### src/rtl/mem_bus_arbiter_pkg.sv
// Shared types for the fetch/data memory arbiter: FSM states, grant encoding
// and the round-robin pick rule.
package mem_bus_arbiter_pkg;

    typedef enum logic [1:0] {
        ARB_IDLE    = 2'd0,
        ARB_BUSY_IF = 2'd1,
        ARB_BUSY_DM = 2'd2
    } arb_state_t;

    typedef enum logic {
        GRANT_IF = 1'b0,
        GRANT_DM = 1'b1
    } grant_t;

    localparam logic [3:0] BYTE_SEL_ALL = 4'hF;

    // Under contention the master that did not win last time goes first.
    function automatic grant_t pick_grant(input logic if_elig, input logic dm_elig,
                                          input grant_t last_grant);
        grant_t g;
        if (if_elig && dm_elig)
            g = (last_grant == GRANT_IF) ? GRANT_DM : GRANT_IF;
        else if (dm_elig)
            g = GRANT_DM;
        else
            g = GRANT_IF;
        return g;
    endfunction

endpackage

### src/rtl/mem_bus_arbiter_watchdog.sv
// Wait-state counter for a granted transaction; expire is high on the last
// permitted cycle without an ack. TIMEOUT_CYC = 0 disables it.
module mem_bus_arbiter_watchdog #(
    parameter int TIMEOUT_CYC = 16
) (
    input  logic clk,
    input  logic rst,
    input  logic clr,
    input  logic en,
    output logic expire
);

    localparam int CNT_W = (TIMEOUT_CYC > 1) ? $clog2(TIMEOUT_CYC) : 1;
    localparam logic [CNT_W-1:0] LAST = (TIMEOUT_CYC > 0) ? CNT_W'(TIMEOUT_CYC - 1) : '0;

    logic [CNT_W-1:0] cnt;

    always_ff @(posedge clk) begin
        if (rst || clr)
            cnt <= '0;
        else if (en)
            cnt <= cnt + 1'b1;
    end

    assign expire = (TIMEOUT_CYC != 0) && en && (cnt == LAST);

endmodule

### src/rtl/mem_bus_arbiter.sv
// Shares one req/ack memory slave between the instruction-fetch and data ports
// with round-robin grant, pipeline stall request and a hung-slave watchdog.
module mem_bus_arbiter
    import mem_bus_arbiter_pkg::*;
#(
    parameter int ADDR_W      = 32,
    parameter int DATA_W      = 32,
    parameter int TIMEOUT_CYC = 16
) (
    input  logic              clk,
    input  logic              rst,
    input  logic              if_req_i,
    input  logic [ADDR_W-1:0] if_addr_i,
    output logic [DATA_W-1:0] if_rdata_o,
    output logic              if_ack_o,
    input  logic              dm_req_i,
    input  logic              dm_we_i,
    input  logic [3:0]        dm_sel_i,
    input  logic [ADDR_W-1:0] dm_addr_i,
    input  logic [DATA_W-1:0] dm_wdata_i,
    output logic [DATA_W-1:0] dm_rdata_o,
    output logic              dm_ack_o,
    output logic              mem_ce_o,
    output logic              mem_we_o,
    output logic [3:0]        mem_sel_o,
    output logic [ADDR_W-1:0] mem_addr_o,
    output logic [DATA_W-1:0] mem_wdata_o,
    input  logic [DATA_W-1:0] mem_rdata_i,
    input  logic              mem_ack_i,
    output logic              stall_req_o,
    output logic              bus_err_o
);

    arb_state_t state;
    grant_t     last_grant;
    grant_t     gnt;
    logic       if_elig;
    logic       dm_elig;
    logic       busy;
    logic       wd_expire;

    // A request still high during its own ack cycle is the old one, not a new one.
    assign if_elig     = if_req_i & ~if_ack_o;
    assign dm_elig     = dm_req_i & ~dm_ack_o;
    assign gnt         = pick_grant(if_elig, dm_elig, last_grant);
    assign stall_req_o = if_elig | dm_elig;
    assign busy        = (state != ARB_IDLE);

    mem_bus_arbiter_watchdog #(
        .TIMEOUT_CYC(TIMEOUT_CYC)
    ) u_watchdog (
        .clk    (clk),
        .rst    (rst),
        .clr    (~busy),
        .en     (busy & ~mem_ack_i),
        .expire (wd_expire)
    );

    always_ff @(posedge clk) begin
        if (rst) begin
            state       <= ARB_IDLE;
            last_grant  <= GRANT_IF;
            if_ack_o    <= 1'b0;
            dm_ack_o    <= 1'b0;
            bus_err_o   <= 1'b0;
            if_rdata_o  <= '0;
            dm_rdata_o  <= '0;
            mem_ce_o    <= 1'b0;
            mem_we_o    <= 1'b0;
            mem_sel_o   <= '0;
            mem_addr_o  <= '0;
            mem_wdata_o <= '0;
        end else begin
            if_ack_o  <= 1'b0;
            dm_ack_o  <= 1'b0;
            bus_err_o <= 1'b0;
            case (state)
                ARB_IDLE: begin
                    if (if_elig || dm_elig) begin
                        mem_ce_o   <= 1'b1;
                        last_grant <= gnt;
                        if (gnt == GRANT_DM) begin
                            state       <= ARB_BUSY_DM;
                            mem_we_o    <= dm_we_i;
                            mem_sel_o   <= dm_sel_i;
                            mem_addr_o  <= dm_addr_i;
                            mem_wdata_o <= dm_wdata_i;
                        end else begin
                            state       <= ARB_BUSY_IF;
                            mem_we_o    <= 1'b0;
                            mem_sel_o   <= BYTE_SEL_ALL;
                            mem_addr_o  <= if_addr_i;
                            mem_wdata_o <= '0;
                        end
                    end
                end
                ARB_BUSY_IF, ARB_BUSY_DM: begin
                    // A real ack beats the watchdog on the same cycle.
                    if (mem_ack_i || wd_expire) begin
                        state     <= ARB_IDLE;
                        mem_ce_o  <= 1'b0;
                        bus_err_o <= ~mem_ack_i;
                        if (state == ARB_BUSY_IF) begin
                            if_ack_o   <= 1'b1;
                            if_rdata_o <= mem_ack_i ? mem_rdata_i : '0;
                        end else begin
                            dm_ack_o   <= 1'b1;
                            dm_rdata_o <= mem_ack_i ? mem_rdata_i : '0;
                        end
                    end
                end
                default: begin
                    state    <= ARB_IDLE;
                    mem_ce_o <= 1'b0;
                end
            endcase
        end
    end

endmodule

### config.mk
export PLATFORM = sky130hd
export DESIGN_NAME = mem_bus_arbiter
export DESIGN_NICKNAME = d
export VERILOG_FILES = /design/src/rtl/mem_bus_arbiter_pkg.sv /design/src/rtl/mem_bus_arbiter_watchdog.sv /design/src/rtl/mem_bus_arbiter.sv
export SDC_FILE = /design/constraint.sdc
export NUM_CORES = 1
export LEC_CHECK = 0
export ABC_CLOCK_PERIOD_IN_PS = 2900
export BUFFER_PORTS_ARGS = -buffer_cell sky130_fd_sc_hd__buf_2
export CORE_MARGIN = 3
export CORE_UTILIZATION = 40
export DETAILED_ROUTE_END_ITERATION = 6
export HOLD_SLACK_MARGIN = 0.12
export PLACE_DENSITY = 0.71
export SLEW_MARGIN = 20
export SYNTH_ARGS = -nofsm -noshare
export SYNTH_HDL_FRONTEND = slang
export SYNTH_HIERARCHICAL = 1
export SYNTH_SLANG_ARGS = --single-unit
### constraint.sdc
create_clock -name clk -period 2.9 [get_ports clk]
set_clock_uncertainty 0.1 [all_clocks]
set_input_delay 0.435 -clock clk [delete_from_list [all_inputs] [get_ports clk]]
set_output_delay 0.435 -clock clk [all_outputs]
set_load 0.02 [all_outputs]
* Word level (Yosys, flattened, before mapping)
Cells that the tools add are included.
** Operators by class
- $add $sub $neg :: 1
- Eq/ne operators :: 5
- Multiplexer cells :: 17
- Bitwise logic cells :: 11
- Reduce and logical (&&, ||, !) cells :: 13
** Operators with widths (count)
- 32-bit two-way mux :: 3
- 1-bit two-way mux :: 8
- 1-bit inverter :: 7
- 2-bit two-way mux :: 3
- 3-bit AND reduction :: 2
- 4-bit by 1-bit adder with 4-bit output (second input constant) :: 1
- 4-bit equality test (second input constant) :: 1
- 4-bit two-way mux :: 1
- 2-bit != test (second input constant) :: 2
- 2-bit case mux with 2 select lines :: 1
- 2-bit AND reduction :: 2
- 1-bit bitwise AND :: 3
- 1-bit logical OR :: 3
- 3-bit OR reduction :: 1
- 2-bit by 1-bit equality test with 1-bit output (second input constant) :: 1
- 2-bit equality test (second input constant) :: 1
- 1-bit logical AND :: 2
- 2-bit zero test :: 1
- 1-bit case mux with 2 select lines :: 1
- 2-bit nonzero test :: 1
- 2-bit OR reduction :: 1
- 1-bit bitwise OR :: 1
** Word-level totals
- Flip-flop bits (word level) :: 144
- Input port bits :: 138
- Output and inout bits :: 138
- Word-level logic and storage cells :: 60

* Depth between registers and ports, before layout
- Word-level depth :: 7
- Mapped depth :: 11
- Mapped depth without buffers :: 8

* By module
The synthesis kept the hierarchy.
** Modules (own cells, without submodules)
- mem_bus_arbiter :: instances 1, cells an instance 596, area an instance 5405.2 sq um, seq. area each 2802.7 sq um
- mem_bus_arbiter_watchdog :: instances 1, cells an instance 17, area an instance 186.4 sq um, seq. area each 80.1 sq um

* Worst setup path before layout
Ideal clock, no wire load.
- Path kind :: reg-to-reg
- Start :: register state[0]
- End :: register dm_rdata_o[24]
- Library setup time :: 133 ps
- Arrival :: 2221 ps
- Required time :: 2667 ps
- Path slack :: 447 ps
- Stages on the path, launching flop included :: 12
- Buffers on the path :: 3
- Period minus slack after synthesis :: 2453 ps
- Path through :: dfxtp_1 > inv_1 > ha_1 > buf_4 > nor2_1 > and4_2 > nor2_1 > or3b_1 > buf_2 > buf_2 > nand2_1 > a21oi_1
** On the way
- Word-level cells in the longest chain between the ends :: 5
- Elaborated cells between the ends (all ways) :: 9
- Classes of those cells :: eq/ne: 2; bitwise: 2; reduce/logical: 5
** RTL lines
- start, declared :: line mem_bus_arbiter.sv:34 : arb_state_t state;
- start signal, assigned :: line mem_bus_arbiter.sv:61 : state <= ARB_IDLE;
- start signal, assigned :: line mem_bus_arbiter.sv:83 : state <= ARB_BUSY_DM;
- start signal, assigned :: line mem_bus_arbiter.sv:89 : state <= ARB_BUSY_IF;
- 2-bit nonzero test :: line mem_bus_arbiter.sv:47 : assign busy = (state != ARB_IDLE);
- 1-bit bitwise AND :: line mem_bus_arbiter.sv:55 : .en (busy & ~mem_ack_i),
- 1-bit logical AND :: line mem_bus_arbiter_watchdog.sv:25 : assign expire = (TIMEOUT_CYC != 0) && en && (cnt == LAST);
- via wd_expire :: line mem_bus_arbiter.sv:40 : logic wd_expire;
- 1-bit logical OR :: line mem_bus_arbiter.sv:99 : if (mem_ack_i || wd_expire) begin
- 3-bit AND reduction (no source line)
- end signal, assigned :: line mem_bus_arbiter.sv:108 : dm_rdata_o <= mem_ack_i ? mem_rdata_i : '0;
- end, declared :: line mem_bus_arbiter.sv:21 : output logic [DATA_W-1:0] dm_rdata_o,
The timed path passes the listed nets, and every way through them passes these cells.
A chain may end at the register's enable or synchronous reset.

* Worst setup path in the final report
- Start :: register state[0]
- End :: register dm_rdata_o[5]
Same word-level chain as after synthesis.

==> flow_summary.toml <==
[clock_network]
cts-root-buf = "clkbuf_16"
insertion_delay_ns = 0.41
post_cts_buffers = 0
cts.clk_slew.worst_paths_ns = 0.06
tritoncts = "yes"
ctsHoldBuffers = 0
htreeDepth = 4
numCtsBuffers = 17
post_cts_resized = 0
clockBufferDepth = 2
cts.sinks = 144

[synth]
synthCells = 613
ys_types = 41
avgSynthCellArea_um2 = 9.12
yosys_warnings = 6
synth_edf_count = 0
seq_area_frac_synth = 0.516
dominantRegCellSynth = "dfxtp_1"
syn_area_um2 = 5590
synthesis.nets = 754
synth-seq-cells = 144
async_flop_share = 0

[place]
dp_hpwl_um = 11300
port_buffers = 275
place_congestion = 0.834

[worst_setup_path]
cp_max_fo = 33
endpoint_kind = "flop"
reg2reg_from = "state[0]$_SDFFE_PP0P_"
r2r_cells = 10
r2r_end = "dm_rdata_o[5]$_SDFFE_PP0P_"
critPathLaunchType = "flop"
cp_data_required_time_ns = 3.08
r2r_setup_slack_ns = 0.62
arrival_ns = 2.46
crit_type = "reg2reg"

[run]
maxCapViolCount = 0

[hold_path]
hold_path_end = "mem_wdata_o[23]$_SDFFE_PP0P_"
min-delay-start = "dm_wdata_i[23]"
holdPathStages = 3
hold_class = "in2reg"

[sta]
period_share = 0.787
finalHoldViolations = 0
rsz0062_at_grt = "false"
setup_violations = 0
max_freq_mhz = 438
hold_ws_ns = 0.151
setup-tns-final_ns = 0
final.min_clock_period_ns = 2.28
tightest_slew_ns = 0.609
drv_slew = 0
slew_headroom = 0.594

[detailed_routing]
initialDrtViolationCount = 304
wl_per_cell_um = 15.5
drc = 0
drtPass1Iterations = 6
avgViaCountPerCell = 5.10
ant_nets = 0
vias = 5388
wirelength_um = 16400

[floorplan]
start_util = 0.416
die_h_um = 124
io_pins = 276
design.core.area_um2 = 13500
die-width_um = 124
die_area_um2 = 15400
core.rowCount = 42

[cells_and_area]
area_delta_synth_final_pct = 36.3
final_cell_mix = "buf_2, dfxtp_1, nor2_1, nand2_1, a22oi_1"
n_fill_cell = 1304
final_nets = 1009
drive_gt1_frac = 0.411
layout_commonest_cell = "buf_2"

[power_and_ir_drop]
p_per_area_nw_per_um2 = 776
ir_drop_uv = 396
cellLeakagePower_nw = 3.52

[grt]
grt.total_usage = 0.205
grt_max_degree = 56
gr-total-overflow = 0
antenna_found_initial = 2
grt_pass1_vias = 5091
grt_pass1_wl_um = 26200

[outcome]
outcome = "finished clean"
## cells by family (layout without fill, tap and decap cells)
logic type | Yosys count | after routing | synth area share
XOR/XNOR | 1 | 1 | 0.00157
buffers and inverters | 57 | 324 | 0.0571
AND/OR/NAND/NOR | 230 | 230 | 0.179
multiplexers | 2 | 2 | 0.00380
AO/OA/AOI/OAI | 176 | 176 | 0.236
flip-flops | 144 | 144 | 0.516
other | 0 | 1 | 0
adder cells (fa/ha/maj) | 3 | 3 | 0.00671
## metal layers
layer  vias up  global-route usage  share of wire
met3        22              0.0666          0.060
met2       186               0.326           0.49
met4         2              0.0703          0.020
met1      2517               0.263           0.43
li1       2661                   -              -
met5         -                   0         0.0012
## how the worst max path moves through the flow
| stage | start | endpoint | slack, ns | depth (start not counted) |
|---|---|---|---|---|
| finish | state[0]$_SDFFE_PP0P_ | dm_rdata_o[5]$_SDFFE_PP0P_ | 0.62 | 10 |
| global route | state[0]$_SDFFE_PP0P_ | dm_rdata_o[18]$_SDFFE_PP0P_ | 0.40 | 10 |
| CTS | state[0]$_SDFFE_PP0P_ | dm_rdata_o[5]$_SDFFE_PP0P_ | 0.62 | 10 |
| detailed placement | state[0]$_SDFFE_PP0P_ | dm_rdata_o[27]$_SDFFE_PP0P_ | 0.63 | 10 |
| global placement | state[0]$_SDFFE_PP0P_ | dm_rdata_o[5]$_SDFFE_PP0P_ | 0.68 | 10 |
| floorplan | state[0]$_SDFFE_PP0P_ | dm_rdata_o[24]$_SDFFE_PP0P_ | 0.45 | 11 |
## metrics by stage
step	instances	total power [mW]	util	cell area (µm²)	worst slack, ns
after global placement	1025	3.73	0.522	7020	0.679
final	1057	5.91	0.566	7620	0.617
after floorplan	613	3.33	-	5590	0.447
after detailed placement	1025	3.75	0.522	7020	0.633
after global routing	1057	6.19	0.566	7620	0.405
after CTS	1056	5.96	0.566	7620	0.624
## power by group
part	total [mW]	switching, mW	internal [mW]
sequential	2.28	0.0978	2.18
clock	2.21	0.817	1.39
combinational	1.43	0.918	0.508
## area by class of cell
cell class	count	area [µm²]	share of cell area
Antenna cell	1	2.50	0.000328
Clock buffer	21	460	0.0604
Clock inverter	10	135	0.0177
Inverter	2	7.51	0.000985
Multi-Input combinational cell	412	2400	0.315
Sequential cell	144	2880	0.378
Tap cell	176	220	0.0289
Timing Repair Buffer	291	1510	0.198
## sequential cells by signal, summed over array words and instances, names as in the netlist
signal and cells:
dm_rdata_o 32, if_rdata_o 32, mem_addr_o 32, mem_wdata_o 32, mem_sel_o 4, u_watchdog/cnt 4, state 2, bus_err_o 1
dm_ack_o 1, if_ack_o 1, last_grant 1, mem_ce_o 1, mem_we_o 1
## Yosys cell counts, drive strengths merged (2+ instances only)
library cell	n	area share
nand2	68	0.046
nor3	4	0.0036
nand4	3	0.0034
a22oi	65	0.087
nor2	107	0.072
o22ai	4	0.0045
buf	40	0.046
nand3	33	0.030
inv	2	0.0013
a211oi	33	0.062
dfxtp	144	0.52
nor3b	4	0.0063
a21oi	67	0.069
o21ai	2	0.0038
ha	3	0.0067
clkbuf	15	0.010
nand2b	2	0.0049
nand3b	2	0.0027
## worst max-delay path, stage by stage, from the launching register on
cell	delay, ns
dfxtp_1	0.37
inv_1	0.06
ha_1	0.20
nor2_1	0.10
buf_4	0.14
and4_2	0.27
nor2_1	0.09
or3b_1	0.37
buf_4	0.24
nand2_1	0.11
a21oi_1	0.06
Note: power is estimated with default switching activity, not from simulation.
